**src/rtl/debug_ram_pkg.sv**
```systemverilog
// Shared types for the debug RAM request front-end: FSM states, requester IDs
// and the muxed request payload.
package debug_ram_pkg;

    // Wide enough for any supported SRAM_DEPTH_LOG; narrower addresses are zero-extended.
    localparam int unsigned DRAM_MAX_AW = 16;
    localparam int unsigned DRAM_DW     = 32;

    typedef enum logic [1:0] {
        IDLE    = 2'd0,
        RD_WAIT = 2'd1,
        RSP     = 2'd2
    } dram_state_e;

    typedef enum logic {
        SRC_DMI  = 1'b0,
        SRC_CORE = 1'b1
    } dram_src_e;

    typedef struct packed {
        logic                   write;
        logic [DRAM_MAX_AW-1:0] addr;
        logic [DRAM_DW-1:0]     wdata;
    } dram_req_t;

endpackage

```
**src/rtl/debug_ram_arb.sv**
```systemverilog
// Two-way round-robin arbiter between DMI (bit 0) and core (bit 1) requesters.
module debug_ram_arb
    import debug_ram_pkg::*;
(
    input  logic       clk,
    input  logic       rst_n,
    input  logic [1:0] valid,
    input  logic       accept,
    output logic [1:0] grant
);

    dram_src_e last_grant_q, last_grant_d;

    // On conflict favour the requester that was not served last.
    always_comb begin
        grant = valid;
        if (valid == 2'b11) begin
            grant = (last_grant_q == SRC_DMI) ? 2'b10 : 2'b01;
        end
    end

    always_comb begin
        last_grant_d = last_grant_q;
        if (accept) begin
            last_grant_d = grant[1] ? SRC_CORE : SRC_DMI;
        end
    end

    always_ff @(posedge clk or negedge rst_n) begin
        if (!rst_n) begin
            last_grant_q <= SRC_DMI;
        end else begin
            last_grant_q <= last_grant_d;
        end
    end

endmodule

```
**src/rtl/debug_ram_ctrl.sv**
```systemverilog
// Debug RAM request front-end: arbitrates DMI and hart requests, drives the RAM
// port and returns buffered responses, one transaction outstanding at a time.
module debug_ram_ctrl
    import debug_ram_pkg::*;
#(
    parameter int unsigned SRAM_DEPTH     = 16,
    parameter int unsigned SRAM_DEPTH_LOG = $clog2(SRAM_DEPTH)
) (
    input  logic                      clk,
    input  logic                      rst_n,

    input  logic                      dmi_req_valid,
    output logic                      dmi_req_ready,
    input  logic                      dmi_req_write,
    input  logic [SRAM_DEPTH_LOG-1:0] dmi_req_addr,
    input  logic [31:0]               dmi_req_wdata,
    output logic                      dmi_rsp_valid,
    input  logic                      dmi_rsp_ready,
    output logic [31:0]               dmi_rsp_rdata,
    output logic                      dmi_rsp_err,

    input  logic                      core_req_valid,
    output logic                      core_req_ready,
    input  logic                      core_req_write,
    input  logic [SRAM_DEPTH_LOG-1:0] core_req_addr,
    input  logic [31:0]               core_req_wdata,
    output logic                      core_rsp_valid,
    output logic [31:0]               core_rsp_rdata,
    output logic                      core_rsp_err,

    output logic                      ram_cs,
    output logic                      ram_wr_en,
    output logic [SRAM_DEPTH_LOG-1:0] ram_addr,
    output logic [31:0]               ram_wdat,
    input  logic [31:0]               ram_dout
);

    dram_state_e state_q, state_d;
    dram_src_e   owner_q, owner_d;

    logic        dmi_rsp_valid_q, dmi_rsp_valid_d;
    logic [31:0] dmi_rsp_rdata_q, dmi_rsp_rdata_d;
    logic        dmi_rsp_err_q, dmi_rsp_err_d;
    logic        core_rsp_valid_q, core_rsp_valid_d;
    logic [31:0] core_rsp_rdata_q, core_rsp_rdata_d;
    logic        core_rsp_err_q, core_rsp_err_d;

    logic [1:0]  req_valid, grant;
    logic        idle_c, accept_c, in_range_c;
    dram_req_t   req_sel;
    dram_src_e   grant_src;

    logic        rsp_load;
    dram_src_e   rsp_src;
    logic [31:0] rsp_rdata;
    logic        rsp_err;

    assign req_valid = {core_req_valid, dmi_req_valid};

    debug_ram_arb u_arb (
        .clk    (clk),
        .rst_n  (rst_n),
        .valid  (req_valid),
        .accept (accept_c),
        .grant  (grant)
    );

    // Readiness is forced low while reset is asserted, not only after it.
    assign idle_c         = (state_q == IDLE) && rst_n;
    assign dmi_req_ready  = idle_c && grant[0];
    assign core_req_ready = idle_c && grant[1];
    assign accept_c       = (dmi_req_valid && dmi_req_ready) || (core_req_valid && core_req_ready);
    assign grant_src      = grant[1] ? SRC_CORE : SRC_DMI;

    always_comb begin
        if (grant[1]) begin
            req_sel = '{write: core_req_write, addr: DRAM_MAX_AW'(core_req_addr), wdata: core_req_wdata};
        end else begin
            req_sel = '{write: dmi_req_write, addr: DRAM_MAX_AW'(dmi_req_addr), wdata: dmi_req_wdata};
        end
    end

    assign in_range_c = 32'(req_sel.addr) < 32'(SRAM_DEPTH);

    assign ram_cs    = accept_c && in_range_c;
    assign ram_wr_en = accept_c && req_sel.write;
    assign ram_addr  = accept_c ? SRAM_DEPTH_LOG'(req_sel.addr) : '0;
    assign ram_wdat  = accept_c ? req_sel.wdata : '0;

    // Next state plus response-buffer loading; core responses self-clear after one cycle.
    always_comb begin
        state_d          = state_q;
        owner_d          = owner_q;
        dmi_rsp_valid_d  = dmi_rsp_valid_q;
        dmi_rsp_rdata_d  = dmi_rsp_rdata_q;
        dmi_rsp_err_d    = dmi_rsp_err_q;
        core_rsp_valid_d = 1'b0;
        core_rsp_rdata_d = '0;
        core_rsp_err_d   = 1'b0;
        rsp_load         = 1'b0;
        rsp_src          = owner_q;
        rsp_rdata        = '0;
        rsp_err          = 1'b0;

        case (state_q)
            IDLE: begin
                if (accept_c) begin
                    owner_d = grant_src;
                    if (!req_sel.write && in_range_c) begin
                        state_d = RD_WAIT;
                    end else begin
                        state_d  = RSP;
                        rsp_load = 1'b1;
                        rsp_src  = grant_src;
                        rsp_err  = !in_range_c;
                    end
                end
            end
            RD_WAIT: begin
                state_d   = RSP;
                rsp_load  = 1'b1;
                rsp_rdata = ram_dout;
            end
            RSP: begin
                if (owner_q == SRC_CORE) begin
                    state_d = IDLE;
                end else if (dmi_rsp_ready) begin
                    state_d         = IDLE;
                    dmi_rsp_valid_d = 1'b0;
                    dmi_rsp_rdata_d = '0;
                    dmi_rsp_err_d   = 1'b0;
                end
            end
            default: state_d = IDLE;
        endcase

        if (rsp_load) begin
            if (rsp_src == SRC_CORE) begin
                core_rsp_valid_d = 1'b1;
                core_rsp_rdata_d = rsp_rdata;
                core_rsp_err_d   = rsp_err;
            end else begin
                dmi_rsp_valid_d = 1'b1;
                dmi_rsp_rdata_d = rsp_rdata;
                dmi_rsp_err_d   = rsp_err;
            end
        end
    end

    always_ff @(posedge clk or negedge rst_n) begin
        if (!rst_n) begin
            state_q          <= IDLE;
            owner_q          <= SRC_DMI;
            dmi_rsp_valid_q  <= 1'b0;
            dmi_rsp_rdata_q  <= '0;
            dmi_rsp_err_q    <= 1'b0;
            core_rsp_valid_q <= 1'b0;
            core_rsp_rdata_q <= '0;
            core_rsp_err_q   <= 1'b0;
        end else begin
            state_q          <= state_d;
            owner_q          <= owner_d;
            dmi_rsp_valid_q  <= dmi_rsp_valid_d;
            dmi_rsp_rdata_q  <= dmi_rsp_rdata_d;
            dmi_rsp_err_q    <= dmi_rsp_err_d;
            core_rsp_valid_q <= core_rsp_valid_d;
            core_rsp_rdata_q <= core_rsp_rdata_d;
            core_rsp_err_q   <= core_rsp_err_d;
        end
    end

    assign dmi_rsp_valid  = dmi_rsp_valid_q;
    assign dmi_rsp_rdata  = dmi_rsp_rdata_q;
    assign dmi_rsp_err    = dmi_rsp_err_q;
    assign core_rsp_valid = core_rsp_valid_q;
    assign core_rsp_rdata = core_rsp_rdata_q;
    assign core_rsp_err   = core_rsp_err_q;

endmodule

```
**config.mk**
```make
export PLATFORM = sky130hd
export DESIGN_NAME = debug_ram_ctrl
export DESIGN_NICKNAME = d
export VERILOG_FILES = /design/src/rtl/debug_ram_pkg.sv /design/src/rtl/debug_ram_arb.sv /design/src/rtl/debug_ram_ctrl.sv
export SDC_FILE = /design/constraint.sdc
export NUM_CORES = 1
export LEC_CHECK = 0
export BUFFER_PORTS_ARGS = -buffer_cell sky130_fd_sc_hd__buf_2
export CAP_MARGIN = 10
export CORE_ASPECT_RATIO = 2
export CORE_MARGIN = 2
export CORE_UTILIZATION = 41
export CTS_CLUSTER_SIZE = 14
export DETAILED_ROUTE_END_ITERATION = 16
export PLACE_DENSITY = 0.8
export SYNTH_ARGS = -nofsm -noshare
export SYNTH_HDL_FRONTEND = slang
export SYNTH_SLANG_ARGS = --single-unit
```
**constraint.sdc**
```tcl
create_clock -name clk -period 1.9 [get_ports clk]
set_input_delay 0.095 -clock clk [delete_from_list [all_inputs] [get_ports clk]]
set_output_delay 0.095 -clock clk [all_outputs]
set_load 0.02 [all_outputs]
```
==> Word level (Yosys, flattened, before mapping) <==
Index checks and enable logic that the tools add are counted.
{ "op_classes": {"add_sub_neg": 0, "n_mul": 0, "div": 0, "order_cmp": 1, "eq_ne": 5, "shifts": 0, "n_mux": 42, "bitwise_logic": 0, "n_reduce_logical": 14} }
{ "ops": {"columns": ["operator", "n"], "rows": [
  ["two-way mux 32 bit", 9],
  ["two-way mux 49 bit", 1],
  ["two-way mux 1 bit", 23],
  ["< comparator 16 x 5 -> 1 bit (second input constant)", 1],
  ["two-way mux 2 bit", 6],
  ["logical AND 1 bit", 8],
  ["case mux 2 bit (3 select lines)", 1],
  ["== test 2 bit (second input constant)", 2],
  ["two-way mux 4 bit", 1],
  ["AND reduction 2 bit", 2],
  ["!= test 3 bit (second input constant)", 1],
  ["== test 2 x 1 -> 1 bit (second input constant)", 1],
  ["logical NOT 1 bit", 2],
  ["logical NOT 2 bit", 1],
  ["!= test 2 bit (second input constant)", 1],
  ["case mux 1 bit (2 select lines)", 1],
  ["logical OR 1 bit", 1]
]} }
{ "word_totals": {"reg_bits": 72, "latchBits": 0, "ram_bits": 0, "romBits": 0, "out_inout_bits": 108, "n_memories": 0} }

==> Longest topological paths before layout <==
Gate-level depths: netlist of run 1.
{ "depth": {"word_depth": 10, "depth_mapped": 7} }

==> Cells and area by module <==
Synthesis of run 1 repeated with hierarchy kept, for this count alone.
{ "hier_totals": {"cells_unflattened": 300, "area_unflattened_um2": 3179.3} }
{ "by_module_without_submodules": {"columns": ["module", "n_inst", "cells_each", "area_each_um2"], "rows": [
  ["debug_ram_ctrl", 1, 295, 3116.7],
  ["debug_ram_arb", 1, 5, 62.6]
]} }

==> Worst setup path before layout of run 1 <==
No wires, ideal clock.
{ "synth_path": {"path_kind": "register -> output", "from": "reg state_q[0]", "to": "out ram_wdat[10]", "t_arrival_ps": 1584, "required_time_ps": 1805, "slack_ps": 221, "path_stages_with_launch": 6, "path_buffers": 2, "path_cell_list": "dfrtp_1 nor3b_4 o21ai_2 clkbuf_1 clkbuf_1 a21oi_1"} }
{ "synth_via": {"elab_chain_len": 6} }
{ "synth_lines": {"columns": ["item", "line", "rtl"], "rows": [
  ["from (decl)", "debug_ram_ctrl.sv:38", "dram_state_e state_q, state_d;"],
  ["from (signal assigned)", "debug_ram_ctrl.sv:161", "state_q <= state_d;"],
  ["logical NOT 2 bit *", "debug_ram_ctrl.sv:69", "assign idle_c = (state_q == IDLE) && rst_n;"],
  ["logical AND 1 bit *", "debug_ram_ctrl.sv:69", null],
  ["logical AND 1 bit, on equally long branches", "debug_ram_ctrl.sv:70, debug_ram_ctrl.sv:71", null],
  ["logical AND 1 bit", "debug_ram_ctrl.sv:72", "assign accept_c = (dmi_req_valid && dmi_req_ready) || (core_req_valid && core_req_ready);"],
  ["logical OR 1 bit *", "debug_ram_ctrl.sv:72", null],
  ["two-way mux 32 bit *", "debug_ram_ctrl.sv:88", "assign ram_wdat = accept_c ? req_sel.wdata : '0;"],
  ["to (decl)", "debug_ram_ctrl.sv:34", "output logic [31:0] ram_wdat,"]
]} }
Every way passes the cells marked *; elsewhere a longest branch is shown, timed or not.

==> Final worst setup path of run 1 <==
{ "layout_path": {"from": "reg state_q[0]", "to": "out ram_wdat[21]"} }
Same word-level chain as after synthesis.

==> results of run 1 <==
[cells in the final DEF, fill, tap and decap left out, types with 5 or more instances in the layout]
cell type	count
dlygate4sd3_1	26
buf_2	208
dfrtp_1	68
inv_1	5
a21oi_1	37
buf_4	16
clkbuf_16	9
nand2_1	106
a32o_1	32
nor2_1	34
buf_12	6
[flip-flops by register name, indices dropped and copies added (netlist names)]
name,flops
state_q,2
core_rsp_valid,1
u_arb.last_grant_q,1
core_rsp_rdata,32
dmi_rsp_valid,1
dmi_rsp_err,1
owner_q,1
dmi_rsp_rdata,32
[repair_timing]
item / in CTS / in global routing
endpoints found under the hold margin: 26 / 0
resized for setup: 7 / 10
setup endpoints to repair: 37 / 61
hold buffers: 26 / 0
pin swaps: 1 / 1
setup buffers: 3 / 2
[cell type report]
class | instances | area, µm²
clock buffers | 12 | 256.5
inverters | 5 | 18.77
clock inverters | 4 | 76.32
fillers | 589 | 2472
well taps | 94 | 117.6
repair buffers | 256 | 1541
diodes | 2 | 5.005
flip-flops and latches | 71 | 1780
multi-input cells | 235 | 1276
[cell families after synthesis]
logic type | Yosys count | synth area share
mux | 1 | 0.003157
simple gates | 151 | 0.1906
compound gates | 82 | 0.1910
flops | 71 | 0.5604
buf+inv | 35 | 0.05367
other cells | 1 | 0.001183
[where the power goes]
part / switching [µW] / internal (µW) / total [µW]
sequential: 244 / 1920 / 2160
combinational: 1690 / 1020 / 2710
clock: 608 / 1220 / 1830
total: 2540 / 4160 / 6700
[worst max-delay path, cell delays in order, from the launching register on]
cell and delay (ns):
dfrtp_2 0.45, nor3b_4 0.30, o21ai_4 0.12, buf_12 0.19, a21oi_1 0.16, buf_2 0.19
[metal layers]
layer  routed length [µm]  track usage  up-vias  share of wire
met5                    0            0        -              0
met4                  324       0.1200        0          0.030
met3                  948      0.06381       28          0.089
met2                 5483       0.4435      218           0.51
met1                 3925       0.2822     1637           0.37
li1                     -            -     1628              -
[stage by stage]
stage | instances | setup WS, ns
detailed placement | 630 | 0.1068
global route | 677 | -0.02253
finish | 679 | 0.06224
CTS | 675 | 0.003713
global placement | 630 | 0.1926
floorplan | 341 | 0.2212
[worst min-delay path by stage]
stage                             from            endpoint  slack (ns)  cells past startpoint
final                      ram_dout[6]   core_rsp_rdata[6]       0.009                      3
after global routing       ram_dout[6]   core_rsp_rdata[6]        0.01                      3
after CTS                  ram_dout[6]   core_rsp_rdata[6]       0.003                      3
after detailed placement  ram_dout[29]  core_rsp_rdata[29]        0.32                      3
after global placement     ram_dout[8]   core_rsp_rdata[8]        0.32                      3
after floorplan                  rst_n   core_rsp_rdata[0]       -0.20                      0
==> flow_summary_export.csv, run 1 <==
group,metric,value,unit
logic_synthesis,async_flop_share,1.000,
drt,first_pass_iteration_count_of_the_detailed_router,4,
critical_path,reg2regPathDepth,6,
timing,final_period_minus_worst_setup_slack,1.838,ns
grt,grt_max_degree,72,
floorplan,rows,45,
final_layout,finalNetCount,689,
logic_synthesis,synthFlopType,"dfrtp_1",
final_layout,area_growth,59.98,%
timing,slew_viol_final,0,
final_layout,layout-drive-gt1-share,0.4408,
power,design_power_total,6704,µW
logic_synthesis,leading_area_contributor_after_synthesis,"dfrtp_1",
timing,hold-worst-slack,0.009370,ns
placed_design,dp_hpwl,7557,µm
timing,setup_total_negative_slack,0,ns
job,maxCapViolCount,0,
logic_synthesis,yosys.area.top_type_share,0.5604,
logic_synthesis,ys_seq_elements,71,
power,power_per_cell_area,1322,nW/µm²
drt,routed_length_per_placed_instance,15.73,µm
clocking,htree_num_levels,3,
logic_synthesis,ys_top_cells_by_area,"dfrtp_1 (56%), nand2_1 (13%), a32o_1 (10%)",
clocking,ctsLongestPathBuffers,2,
logic_synthesis,synth.top_cells.by_count,"nand2_1 (106), dfrtp_1 (71), a21oi_1 (39)",
power,static-leakage-power,0.002808,µW
grt,grt.total_usage,0.2542,
timing,final_hold_viol_count,0,
timing,setup_viol,0,
timing,worst-slew-pin-transition,0.8870,ns
floorplan,die_w,66.18,µm
logic_synthesis,number_of_synthesized_flops_with_an_enable_pin,0,
floorplan,num_io_pins,219,
timing,maximum_operating_frequency,0.5441,GHz
clocking,cts-buffers-inserted,9,
outcome,run_status,"complete, no violations",
drt,total_routed_wirelength,10680,µm
grt,global_route.overflow_total,0,
clocking,clockRootBuffer,"clkbuf_16",
clocking,clock-sinks,71,
drt,number_of_nets_still_failing_antenna_checks_after_routing,0,
final_layout,final_cell_area,5072,µm²
placed_design,post_dp_cell_area,4388,µm²
placed_design,routabilityCongestion,0.7957,
grt,antenna_found_initial,1,
clocking,tritoncts,"built",
drt,detail_route.drc_violations,0,
critical_path,critical_path.endpoint,"ram_wdat[21]",
floorplan,die-area,8495,µm²
grt,grt_pass1_vias,3432,
grt,grt_pass1_wl,16370,µm
timing,final.setup_skew,0.003537,ns
timing,period_share,0.9672,
drt,vias_per_cell,5.171,
critical_path,setup.worst_path.start,"state_q[0]",
logic_synthesis,syn_area_per_cell,9.298,µm²
critical_path,critical_path_arrival,1.74,ns
final_layout,final_core_utilization,0.6723,
critical_path,timing_worst_setup_path_type,"register to output pin",
clocking,clock_insertion_delay_worst_skew,0.33,ns
floorplan,die_height,128.4,µm
critical_path,start_kind,"register",
critical_path,r2r_slack,0.08,ns
floorplan,start_util,0.4202,
critical_path,max_fanout_on_critical_path,36,
critical_path,cp-end-kind,"output pin",
placed_design,io_buffers,217,
logic_synthesis,synth-seq-area-share,0.5604,
logic_synthesis,syn_inst,341,
critical_path,required,1.80,ns
min_path,worst_hold_path_type,"input port to register",
logic_synthesis,number_of_unique_standard_cell_types_used_by_synthesis,29,
logic_synthesis,ys.warnings.count,0,
logic_synthesis,synth_fp_nets,452,
critical_path,worst_r2r_startpoint,"state_q[0]",
clocking,clock_pin_slew_of_the_registers_on_the_worst_case_setup_and_hold_paths,0.05,ns
power,power.ir.vdd_worst,657.3,µV
logic_synthesis,synthMostInstantiatedCell,"nand2_1",
timing,timing.slew.headroom,0.4087,
logic_synthesis,netlist_area,3171,µm²
drt,drt_iter0_markers,429,
drt,via_count,3511,
critical_path,r2r_end,"dmi_rsp_rdata[22]",
floorplan,design.core.area,7545,µm²
No activity file was read; power rests on OpenSTA's default activity.
==> inputs of run 2 (changes only) <==
--- a/config.mk
+++ b/config.mk
@@ -6,13 +6,14 @@
 export NUM_CORES = 1
 export LEC_CHECK = 0
 export BUFFER_PORTS_ARGS = -buffer_cell sky130_fd_sc_hd__buf_2
-export CAP_MARGIN = 10
+export CAP_MARGIN = 20
 export CORE_ASPECT_RATIO = 2
 export CORE_MARGIN = 2
 export CORE_UTILIZATION = 41
 export CTS_CLUSTER_SIZE = 14
 export DETAILED_ROUTE_END_ITERATION = 16
-export PLACE_DENSITY = 0.8
+export PLACE_DENSITY = 0.89
+export REMOVE_ABC_BUFFERS = 1
 export SYNTH_ARGS = -nofsm -noshare
 export SYNTH_HDL_FRONTEND = slang
 export SYNTH_SLANG_ARGS = --single-unit
==> run 2 against run 1 <==
Against the previous run:
- first-iteration DRC count is 68% lower
- utilization hardly changed
- largest cell class unchanged
- die area stayed put
- non-clock buffer count up 3
- sequential share of layout area about the same
==> flow_summary_export.csv, run 2 (synthesized netlist as in run 1, its figures left out) <==
group,metric,value,unit
final_layout,mostFrequentLayoutCells,"buf_2 (197), nand2_1 (106), dfrtp_1 (69)",
critical_path,worst-path-stages,6,
drt,detail_route.drc_violations,0,
power,power_per_cell_area,1265,nW/µm²
timing,timing.slew.headroom,0.4135,
power,power.ir.vdd_worst,970.0,µV
final_layout,layout-drive-gt1-share,0.4357,
floorplan,die_height,128.4,µm
critical_path,timing.critical_path.cells,"a21boi_4 -> buf_4 -> bufbuf_16 -> nand2_1 -> a21oi_1 -> buf_4",
drt,drt_iter0_markers,138,
floorplan,start_util,0.4202,
critical_path,critical_path.endpoint,"ram_wdat[9]",
critical_path,start_kind,"register",
grt,grt_pass1_vias,3150,
critical_path,cpPeakStageDelay,0.43,ns
critical_path,timing_worst_setup_path_type,"register to output pin",
critical_path,setup.worst_path.start,"u_arb.last_grant_q",
timing,worst-slew-pin-transition,0.8797,ns
clocking,clock_insertion_delay_worst_skew,0.33,ns
placed_design,io_buffers,217,
timing,final_period_minus_worst_setup_slack,1.871,ns
drt,vias_per_cell,5.099,
power,static-leakage-power,0.002807,µW
timing,final_hold_viol_count,0,
final_layout,post_layout_nonfiller_instances,677,
grt,antenna_found_initial,0,
timing,layout_setup_ws,0.02851,ns
clocking,clockRootBuffer,"clkbuf_16",
floorplan,rows,45,
critical_path,path_buf_inv,3,
floorplan,die_w,66.18,µm
drt,routed_length_per_placed_instance,16.07,µm
critical_path,r2r_slack,0.13,ns
grt,grt.total_usage,0.2473,
placed_design,routabilityCongestion,0.8644,
timing,setup_viol,0,
critical_path,timing.critical_path.mode_cell,"buf_4",
final_layout,layout_commonest_cell,"buf_2",
job,maxCapViolCount,0,
critical_path,cpLargestDelayFamily,"buffers and inverters",
drt,first_pass_iteration_count_of_the_detailed_router,5,
final_layout,antenna_cells,0,
critical_path,timing.critical_path.slowest_stage_cell,"dfrtp_2",
critical_path,r2r_end,"dmi_rsp_rdata[14]",
timing,setup_total_negative_slack,0,ns
clocking,cts-buffers-inserted,9,
timing,final.setup_skew,0.003404,ns
critical_path,reg2regPathDepth,6,
placed_design,dp_worst_setup_slack,0.1507,ns
clocking,clock_pin_slew_of_the_registers_on_the_worst_case_setup_and_hold_paths,0.05,ns
critical_path,max_fanout_on_critical_path,19,
critical_path,worst_r2r_startpoint,"state_q[0]",
clocking,ctsLongestPathBuffers,2,
floorplan,design.core.area,7545,µm²
timing,hold-worst-slack,0.008134,ns
final_layout,finalNetCount,692,
clocking,htree_num_levels,3,
timing,slew_viol_final,0,
placed_design,dp_hpwl,7522,µm
drt,total_routed_wirelength,10880,µm
critical_path,critical_path_arrival,1.78,ns
critical_path,cp-end-kind,"output pin",
clocking,tritoncts,"built",
final_layout,final_cell_area,5074,µm²
critical_path,required,1.80,ns
timing,period_share,0.9850,
placed_design,post_dp_cell_area,4352,µm²
placed_design,post-place-cells,630,
grt,grt_max_degree,72,
floorplan,num_io_pins,219,
drt,number_of_nets_still_failing_antenna_checks_after_routing,0,
clocking,clock-sinks,71,
drt,via_count,3452,
outcome,run_status,"complete, no violations",
final_layout,area_growth,60.02,%
grt,grt_pass1_wl,15490,µm
min_path,worst_hold_path_type,"input port to register",
floorplan,die-area,8495,µm²
timing,maximum_operating_frequency,0.5343,GHz
timing,grt_setup_unrepaired,"true",
grt,global_route.overflow_total,0,
==> run 2: worst register-to-register path, stage by stage, from the launching register on <==
cell,delay [ns]
dfrtp_2,0.45
nor3b_4,0.21
buf_4,0.16
and3_1,0.21
o22ai_4,0.09
buf_12,0.20
a32o_1,0.34
==> run 2: layout make-up <==
cell class	instances	area, µm²
Fill cell	586	2471
Sequential cell	71	1779
Timing Repair Buffer	259	1613
Multi-Input combinational cell	235	1274
Clock buffer	12	266.5
Tap cell	94	117.6
Inverter	5	18.77
Clock inverter	1	5.005
==> run 2: worst min-delay path by stage <==
| stage | start | end | slack (ns) | cells after the start |
|---|---|---|---|---|
| global placement | ram_dout[28] | core_rsp_rdata[28] | 0.32 | 3 |
| CTS | ram_dout[19] | core_rsp_rdata[19] | 0.002 | 3 |
| floorplan | rst_n | core_rsp_rdata[0] | -0.20 | 0 |
| finish | ram_dout[19] | core_rsp_rdata[19] | 0.008 | 3 |
| detailed placement | ram_dout[27] | core_rsp_rdata[27] | 0.32 | 3 |
| global route | ram_dout[19] | core_rsp_rdata[19] | 0.006 | 3 |
==> run 2: metal layers <==
layer,vias up,track usage,share of wire
met4,0,0.09724,0.022
li1,1632,-,-
met5,-,0,0
met3,19,0.1381,0.15
met2,196,0.4118,0.51
met1,1605,0.2531,0.33
==> run 2: power breakdown <==
group | internal [µW] | switching, µW | total, µW | leakage, µW
Clock | 964 | 562 | 1530 | 0.000136
Combinational | 1050 | 1680 | 2720 | 0.00171
Sequential | 1920 | 253 | 2170 | 0.000962
==> run 2: through the flow <==
stage	power [µW]	util
finish	6417	0.6725
floorplan	3624	-
CTS	6380	0.6594
global placement	4639	0.5768
detailed placement	4734	0.5768
global route	6773	0.6725
==> run 2: timing repair <==
| action | in CTS | in global routing |
|---|---|---|
| endpoints found under the hold margin | 30 | 0 |
| gates cloned | 1 | 0 |
| setup endpoints to repair | 37 | 34 |
| resized for setup | 2 | 34 |
| pin swaps | 2 | 1 |
| setup buffers | 1 | 2 |
| hold buffers | 30 | 0 |
==> inputs of run 3 (changes only) <==
--- a/config.mk
+++ b/config.mk
@@ -16,4 +16,5 @@
 export REMOVE_ABC_BUFFERS = 1
 export SYNTH_ARGS = -nofsm -noshare
 export SYNTH_HDL_FRONTEND = slang
+export SYNTH_HIERARCHICAL = 1
 export SYNTH_SLANG_ARGS = --single-unit
==> run 3 against run 2 <==
Against the previous run:
- the flow now finishes with violations (hold timing, setup timing)
- clock power is 37% higher
- clock-buffer cell count down 1
- fmax shrank 3.2%
- global-route usage fell by 2.7 points
- sequential share of layout area is 2.3 points lower
- sequential power fell by 2%
- flip-flop and latch count unchanged
- highest routed layer unchanged
==> flow_summary_export.csv, run 3 <==
group,metric,value,unit
floorplan,start_util,0.4214,
logic_synthesis,ys_top_cells_by_area,"dfrtp_1 (56%), mux2i_1 (11%), a32o_1 (10%)",
critical_path,critical_path.endpoint,"dmi_rsp_rdata[4]",
logic_synthesis,synthFlopType,"dfrtp_1",
drt,via_count,3384,
final_layout,post_layout_nonfiller_instances,654,
clocking,clock-sinks,71,
power,power_per_cell_area,1327,nW/µm²
job,maxCapViolCount,0,
clocking,htree_num_levels,3,
clocking,clock_pin_slew_of_the_registers_on_the_worst_case_setup_and_hold_paths,0.06,ns
timing,maximum_operating_frequency,0.5170,GHz
final_layout,layout_commonest_cell,"buf_2",
critical_path,timing.critical_path.cells,"a21boi_4 -> a22o_1 -> nand2_4 -> inv_6 -> a32oi_4 -> buf_12 -> clkbuf_16 -> a32o_1",
timing,final.setup_skew,0.009416,ns
final_layout,final_core_utilization,0.7206,
logic_synthesis,synth.top_cells.by_count,"nor2_1 (72), dfrtp_1 (71), mux2i_1 (36), nand2_1 (36), a32o_1 (32)",
clocking,tritoncts,"built",
clocking,clockRootBuffer,"clkbuf_16",
logic_synthesis,yosys.area.top_type_share,0.5588,
timing,timing.slew.headroom,0.4189,
placed_design,routabilityCongestion,0.8835,
placed_design,dp_hpwl,6422,µm
critical_path,max_fanout_on_critical_path,7,
power,static-leakage-power,0.002950,µW
logic_synthesis,ys_seq_elements,71,
timing,final_period_minus_worst_setup_slack,1.934,ns
logic_synthesis,leading_area_contributor_after_synthesis,"dfrtp_1",
logic_synthesis,async_flop_share,1.000,
floorplan,rows,45,
timing,worst-slew-pin-transition,0.8716,ns
floorplan,design.core.area,7545,µm²
placed_design,post_dp_cell_area,4373,µm²
grt,antenna_found_initial,0,
timing,hold-worst-slack,-0.009175,ns
critical_path,timing.critical_path.slowest_stage_cell,"dfrtp_1",
final_layout,finalNetCount,665,
drt,number_of_nets_still_failing_antenna_checks_after_routing,0,
timing,setup_viol,12,
critical_path,worst-path-stages,8,
placed_design,post-place-cells,593,
critical_path,cpLargestDelayFamily,"compound AO/OA/AOI/OAI gates",
critical_path,timing_worst_setup_path_type,"register to register",
clocking,clock_insertion_delay_worst_skew,0.34,ns
critical_path,setup.worst_path.start,"u_arb/last_grant_q",
drt,drt_iter0_markers,292,
critical_path,worst_r2r_startpoint,"u_arb/last_grant_q",
critical_path,critical_path_arrival,2.14,ns
power,design_power_total,7212,µW
critical_path,start_kind,"register",
logic_synthesis,syn_inst,300,
critical_path,r2r_end,"dmi_rsp_rdata[4]",
critical_path,cpPeakStageDelay,0.43,ns
logic_synthesis,synth-seq-area-share,0.5588,
final_layout,layout-drive-gt1-share,0.4884,
outcome,violations_in_the_final_reports,"hold timing, setup timing",
grt,grt_pass1_vias,3153,
logic_synthesis,netlist_area,3179,µm²
clocking,cts-buffers-inserted,9,
floorplan,die_height,128.5,µm
floorplan,die-area,8517,µm²
drt,vias_per_cell,5.174,
drt,first_pass_iteration_count_of_the_detailed_router,5,
drt,routed_length_per_placed_instance,16.95,µm
min_path,worst_hold_path_type,"input port to async pin",
grt,grt.total_usage,0.2204,
critical_path,required,2.11,ns
timing,period_share,1.018,
final_layout,mostFrequentLayoutCells,"buf_2 (188), dfrtp_1 (69), nor2_1 (65)",
final_layout,final_cell_area,5436,µm²
grt,global_route.overflow_total,0,
drt,detail_route.drc_violations,0,
placed_design,io_buffers,217,
critical_path,reg2regPathDepth,8,
final_layout,area_growth,71.00,%
floorplan,num_io_pins,219,
timing,layout_setup_ws,-0.03418,ns
timing,slew_viol_final,0,
critical_path,path_buf_inv,3,
logic_synthesis,ys.warnings.count,6,
logic_synthesis,number_of_unique_standard_cell_types_used_by_synthesis,28,
logic_synthesis,number_of_synthesized_flops_with_an_enable_pin,0,
final_layout,fill_cells,531,
timing,setup_total_negative_slack,-0.1728,ns
critical_path,cp-end-kind,"register",
grt,grt_pass1_wl,14270,µm
logic_synthesis,synthMostInstantiatedCell,"nor2_1",
drt,total_routed_wirelength,11090,µm
critical_path,r2r_slack,-0.03,ns
grt,grt_max_degree,72,
logic_synthesis,syn_area_per_cell,10.60,µm²
timing,grt_setup_unrepaired,"true",
outcome,run_status,"finished with violations",
timing,final_hold_viol_count,25,
floorplan,die_w,66.27,µm
power,power.ir.vdd_worst,617.9,µV
clocking,ctsLongestPathBuffers,2,
## run 3: changes by cell type after synthesis, sizes merged, moves of 3 or more
cell    previous run  this run
a21oi             39         3
nor2              34        72
clkbuf            14        11
mux2i              1        36
nand2            107        36
## run 3: repair_timing
| item | in CTS | in global routing |
|---|---|---|
| pin swaps | 0 | 12 |
| hold endpoints to repair | 31 | 0 |
| resized for setup | 6 | 51 |
| buffers inserted | 0 | 6 |
| endpoints found under the setup margin | 37 | 102 |
| hold buffers | 31 | 0 |
| gates cloned | 0 | 7 |
## run 3: logic make-up after synthesis
group | share of synthesized area
simple gates | 0.1495
flops | 0.5588
compound gates | 0.1259
mux | 0.1181
buf+inv | 0.04644
other cells | 0.001180
## run 3: worst register-to-register path, cell delays in order, from the launching register on
cell and delay (ns):
dfrtp_1 0.43, a21boi_4 0.25, a22o_1 0.22, nand2_4 0.11, inv_6 0.11, a32oi_4 0.10, buf_12 0.17, clkbuf_16 0.16
a32o_1 0.26
## run 3: final cells by class
type                       count  area (µm²)  share of cell area
timing repair buffer         270        1815              0.3339
sequential                    71        1779              0.3273
multi-input combinational    199        1325              0.2437
clock buffer                  11       252.7             0.04649
clock inverter                 5       127.6             0.02348
tap                           94       117.6             0.02163
inverter                       3       16.27            0.002992
antenna                        1       2.502           0.0004603
## run 3: worst min path at each step
stage | startpoint | end | slack (ns)
CTS | rst_n | dmi_rsp_rdata[28] | 0.0008
floorplan | rst_n | core_rsp_rdata[0] | -0.20
global route | ram_dout[0] | core_rsp_rdata[0] | 0.009
global placement | ram_dout[18] | core_rsp_rdata[18] | 0.32
detailed placement | dmi_rsp_ready | state_q[1] | 0.32
finish | rst_n | dmi_rsp_rdata[28] | -0.009
## run 3: report_power, final
part           switching (µW)  internal, µW  total [µW]
combinational            1630          1350        2980
clock                     617          1490        2100
sequential                252          1880        2130
## run 3: routing by layer
layer	up-vias	wire length (µm)	GRT usage
met2	209	6081	0.3935
met1	1604	3947	0.2380
met3	28	738	0.04458
met4	0	317	0.1140
met5	-	0	0
li1	1543	-	-
## run 3: stage by stage
stage	setup WS [ns]	hold WS, ns
after CTS	0.0002177	0.0007994
after global placement	0.1309	0.3186
final	-0.03418	-0.009175
after detailed placement	0.01864	0.3223
after floorplan	-3.118	-0.2006
after global routing	-0.08437	0.009420
